==> src/rtl/nibble_serial_add_ctrl_pkg.sv <==
// Shared definitions for the nibble-serial adder controller: state encodings and slice width.
package nibble_serial_add_ctrl_pkg;

  localparam int unsigned SLICE_W = 4;

  localparam logic [1:0] ST_IDLE = 2'd0;
  localparam logic [1:0] ST_RUN  = 2'd1;
  localparam logic [1:0] ST_DONE = 2'd2;

  typedef enum logic [1:0] {
    StIdle = ST_IDLE,
    StRun  = ST_RUN,
    StDone = ST_DONE
  } state_e;

  function automatic int unsigned nib_count(input int unsigned width);
    return width / SLICE_W;
  endfunction

endpackage

==> src/rtl/ripple_carry_adder_4bit.sv <==
// Single 4-bit ripple-carry adder slice; the only arithmetic in the serial adder datapath.
module ripple_carry_adder_4bit
  import nibble_serial_add_ctrl_pkg::*;
(
  input  logic [SLICE_W-1:0] a,
  input  logic [SLICE_W-1:0] b,
  input  logic               cin,
  output logic [SLICE_W-1:0] sum,
  output logic               cout
);

  logic [SLICE_W:0] c;

  always_comb begin
    c    = '0;
    sum  = '0;
    c[0] = cin;
    for (int i = 0; i < SLICE_W; i++) begin
      sum[i]   = a[i] ^ b[i] ^ c[i];
      c[i + 1] = (a[i] & b[i]) | (c[i] & (a[i] ^ b[i]));
    end
  end

  assign cout = c[SLICE_W];

endmodule

==> src/rtl/nibble_serial_add_ctrl.sv <==
// Adds or subtracts WIDTH-bit operands one nibble per cycle (LSB first) through one 4-bit slice,
// with valid/ready handshakes on both the operand and result sides.
module nibble_serial_add_ctrl
  import nibble_serial_add_ctrl_pkg::*;
#(
  parameter int unsigned WIDTH = 16
) (
  input  logic             clk,
  input  logic             rst,
  input  logic             in_valid,
  output logic             in_ready,
  input  logic [WIDTH-1:0] a,
  input  logic [WIDTH-1:0] b,
  input  logic             cin,
  input  logic             sub,
  output logic             out_valid,
  input  logic             out_ready,
  output logic [WIDTH-1:0] sum,
  output logic             cout,
  output logic             ovf,
  output logic             busy
);

  localparam int unsigned NIB   = nib_count(WIDTH);
  localparam int unsigned IDX_W = $clog2(NIB);
  localparam int unsigned RES_W = WIDTH - SLICE_W;
  localparam logic [IDX_W-1:0] LAST_IDX = IDX_W'(NIB - 1);

  state_e             state;
  logic [WIDTH-1:0]   a_q;
  logic [WIDTH-1:0]   b_q;
  logic [RES_W-1:0]   res_q;
  logic [RES_W-1:0]   res_next;
  logic               carry_q;
  logic [IDX_W-1:0]   idx_q;

  logic [SLICE_W-1:0] sl_a;
  logic [SLICE_W-1:0] sl_b;
  logic [SLICE_W-1:0] sl_sum;
  logic               sl_cout;
  logic               ovf_next;

  assign sl_a = a_q[idx_q * SLICE_W +: SLICE_W];
  assign sl_b = b_q[idx_q * SLICE_W +: SLICE_W];

  ripple_carry_adder_4bit u_slice (
    .a    (sl_a),
    .b    (sl_b),
    .cin  (carry_q),
    .sum  (sl_sum),
    .cout (sl_cout)
  );

  // Lower nibbles accumulate here; the top nibble goes straight to sum on the last step.
  always_comb begin
    res_next = res_q;
    for (int n = 0; n < int'(NIB) - 1; n++) begin
      if (idx_q == IDX_W'(n)) begin
        res_next[n * SLICE_W +: SLICE_W] = sl_sum;
      end
    end
  end

  assign ovf_next = (a_q[WIDTH-1] == b_q[WIDTH-1]) && (sl_sum[SLICE_W-1] != a_q[WIDTH-1]);

  always_ff @(posedge clk) begin
    if (rst) begin
      state     <= StIdle;
      in_ready  <= 1'b1;
      out_valid <= 1'b0;
      busy      <= 1'b0;
      a_q       <= '0;
      b_q       <= '0;
      res_q     <= '0;
      carry_q   <= 1'b0;
      idx_q     <= '0;
      sum       <= '0;
      cout      <= 1'b0;
      ovf       <= 1'b0;
    end else begin
      case (state)
        StIdle: begin
          if (in_valid) begin
            a_q      <= a;
            b_q      <= sub ? ~b : b;
            carry_q  <= sub | cin;
            idx_q    <= '0;
            state    <= StRun;
            in_ready <= 1'b0;
            busy     <= 1'b1;
          end
        end
        StRun: begin
          res_q   <= res_next;
          carry_q <= sl_cout;
          if (idx_q == LAST_IDX) begin
            sum       <= {sl_sum, res_q};
            cout      <= sl_cout;
            ovf       <= ovf_next;
            out_valid <= 1'b1;
            state     <= StDone;
          end else begin
            idx_q <= idx_q + IDX_W'(1);
          end
        end
        StDone: begin
          if (out_ready) begin
            state     <= StIdle;
            out_valid <= 1'b0;
            busy      <= 1'b0;
            in_ready  <= 1'b1;
          end
        end
        default: begin
          state     <= StIdle;
          out_valid <= 1'b0;
          busy      <= 1'b0;
          in_ready  <= 1'b1;
        end
      endcase
    end
  end

endmodule

==> config.mk <==
export PLATFORM = sky130hd
export DESIGN_NAME = nibble_serial_add_ctrl
export DESIGN_NICKNAME = d
export VERILOG_FILES = /design/src/rtl/nibble_serial_add_ctrl_pkg.sv /design/src/rtl/ripple_carry_adder_4bit.sv /design/src/rtl/nibble_serial_add_ctrl.sv
export SDC_FILE = /design/constraint.sdc
export NUM_CORES = 1
export LEC_CHECK = 0
export BUFFER_PORTS_ARGS = -buffer_cell sky130_fd_sc_hd__buf_2
export CAP_MARGIN = 5
export CORE_ASPECT_RATIO = 0.7
export CORE_MARGIN = 2
export CORE_UTILIZATION = 40
export DETAILED_ROUTE_END_ITERATION = 12
export PLACE_DENSITY = 0.6
export SKIP_LAST_GASP = 1
export SYNTH_ARGS = -nofsm -noshare
export SYNTH_HDL_FRONTEND = slang
export SYNTH_SLANG_ARGS = --single-unit
export TNS_END_PERCENT = 30
==> constraint.sdc <==
create_clock -name clk -period 4.8 [get_ports clk]
set_clock_uncertainty 0.1 [all_clocks]
set_input_delay 0.24 -clock clk [delete_from_list [all_inputs] [get_ports clk]]
set_output_delay 0.24 -clock clk [all_outputs]
set_load 0.02 [all_outputs]
==> results.json <==
{
  "outcome": "completed",
  "synth-seq-cells": 70,
  "start_util_pct": 41.40,
  "dp_hpwl_mm": 4.268,
  "grt_use_met3_pct": 4.762,
  "finalHoldViolations": 0,
  "avgSynthCellArea_um2": 9.267,
  "grt_use_met2_pct": 23.46,
  "coreArea_um2": 7320,
  "slew_viol_final": 0,
  "diodes": 0,
  "cts_resized": 0,
  "clk_latency_ns": 0.34,
  "rsz0062_at_grt": "no",
  "hold_path.class": "input port to flip-flop",
  "period_needed_ns": 3.678,
  "dr.first_iter.drc_count": 107,
  "design_area_um2": 3567,
  "cp-start-kind": "flip-flop",
  "p_leak_nw": 1.384,
  "numCtsBuffers": 9,
  "via_per_inst": 4.865,
  "layout-drive-gt1-share_pct": 23.67,
  "powerDensity_nw_per_um2": 372.2,
  "track_usage_pct": 16.34,
  "vias": 2306,
  "io_pins": 59,
  "grt_pass1_wl_mm": 10.58,
  "drv_cap": 0,
  "netlist_top_cells_area": "dfxtp_1 46%, nand2_1 7.6%, a211oi_1 5.9%",
  "dr.pass1.iters": 4,
  "antenna_found_initial": 0,
  "grt_pass1_vias": 2209,
  "fillCellCount": 729,
  "cts_buffer_depth": 2,
  "synthCells": 327,
  "drt-wirelength-per-cell_um": 13.26,
  "fmax_mhz": 271.9,
  "htreeDepth": 3,
  "synthesis.area_um2": 3030,
  "io_buffer_count": 58,
  "rows": 26,
  "ant_nets": 0,
  "cts_tree": "built",
  "grtUsageMet1_pct": 23.18,
  "routed_wl_mm": 6.287,
  "holdBufCountCts": 0,
  "irDropWorstVdd_mv": 0.1750,
  "synth_area_leader_cell": "dfxtp_1",
  "crit_type": "flip-flop to flip-flop",
  "setup_violations": 0,
  "synth_top_area_share_pct": 46.24,
  "fp.dieH_um": 76.83,
  "place_congestion": 0.7258,
  "grt_max_degree": 74,
  "grt_most_used_layer": "met2",
  "cts_setup_buffers": 0,
  "path_max_fanout": 12,
  "final_cell_mix": "70 x dfxtp_1, 61 x nand2_1, 58 x buf_2",
  "fp.dieW_um": 108.0,
  "dpl_cell_area_um2": 3333,
  "drc": 0,
  "layout_commonest_cell": "dfxtp_1",
  "root_buffer": "clkbuf_8",
  "required_ns": 4.96,
  "clk_pin_slew_ns": 0.07,
  "syn_to_final_growth_pct": 17.71,
  "yosysSeqAreaShare_pct": 46.24,
  "timing.setup.tns_ns": 0,
  "arrival_ns": 3.83,
  "layout.nets": 417,
  "cts.sink_count": 70,
  "slew_headroom_pct": 47.59,
  "design.die.area_um2": 8300,
  "ys.warnings.count": 0,
  "ys_types": 35,
  "finalCritPeriodShare_pct": 76.63,
  "overflow": 0,
  "worst_slew_pin_slew_ns": 0.7861,
  "hold_ws_ns": 0.02928,
  "end_kind": "flip-flop",
  "postSynthNetCount": 373
}
## metal layers
layer  routed length (um)  vias to the layer above
met5                    0                        -
met4                  108                        0
met3                  347                       12
met2                 2584                       44
met1                 3246                     1051
li1                     -                     1199
## critical path, cell delays in order (launching register included)
cell and delay (ns):
dfxtp_1 0.73, mux4_2 0.60, fa_1 0.39, inv_1 0.07, fa_1 0.15, inv_1 0.04, fa_1 0.35, inv_1 0.07
fa_1 0.50, or3_1 0.34, a311oi_1 0.25
## synth_stat cells (all sizes together)
master,instances
a211oi,26
a21o,1
a21oi,33
a2bb2oi,1
a311oi,1
and3b,4
buf,12
clkbuf,15
dfxtp,70
fa,4
ha,4
inv,9
mux2,1
mux2i,6
mux4,8
nand2,61
nand2b,5
nand3,1
nand3b,2
nor2,34
nor3b,1
o21a,1
o21ai,2
o21bai,1
o31ai,2
o32ai,1
or3,2
or3b,3
xnor2,16
## where the power goes
group	total, mW	internal [mW]	switching [mW]
registers	0.633	0.610	0.0235
clock network	0.545	0.335	0.210
logic	0.150	0.0699	0.0801
total	1.33	1.01	0.313
## final cells by class
cell class,count,area [um^2],area share (%)
multi-input combinational,221,1470,41.21
sequential,70,1401,39.28
timing repair buffer,60,305.3,8.558
clock buffer,13,168.9,4.735
tap,98,122.6,3.437
clock inverter,3,65.06,1.824
inverter,9,33.78,0.9470
## registers in the layout (all words and copies together) (netlist names), 2 cells and up
signal  count
b_q        16
a_q        16
res_q      12
state       2
idx_q       2
sum        16
## kinds of logic (layout without fill, tap and decap cells)
| kind of cell | after synthesis | in the layout | share of synthesized area, % |
|---|---|---|---|
| buffers and inverters | 36 | 85 | 5.450 |
| xor gates and xnor gates | 16 | 16 | 4.624 |
| and+or+nand+nor | 113 | 113 | 16.43 |
| AOI/OAI and AO/OA | 69 | 69 | 14.66 |
| muxes | 15 | 15 | 8.299 |
| adders and majority gates | 8 | 8 | 4.294 |
| DFF | 70 | 70 | 46.24 |
## final timing paths
kind                                             from             endpoint  slack (ns)  cells past startpoint
worst min register to register    sum[8]$_SDFFE_PP0P_  sum[8]$_SDFFE_PP0P_        0.35                      2
worst min-delay path                             a[5]  a_q[5]$_SDFFE_PP0P_        0.03                      3
worst max-delay path            idx_q[0]$_SDFFE_PP0P_     ovf$_SDFFE_PP0P_        1.12                     10
worst max register to register  idx_q[0]$_SDFFE_PP0P_     ovf$_SDFFE_PP0P_        1.12                     10
## through the flow
stage	std cells	utilization [%]	total power, mW	worst slack [ns]
after detailed placement	458	45.54	0.7970	1.078
after global routing	474	48.74	1.392	0.8559
after floorplan	327	-	0.7514	1.391
after global placement	458	45.54	0.7943	1.130
after CTS	474	48.74	1.343	1.059
final	474	48.74	1.328	1.122
Power figures use the tool's default switching activity.
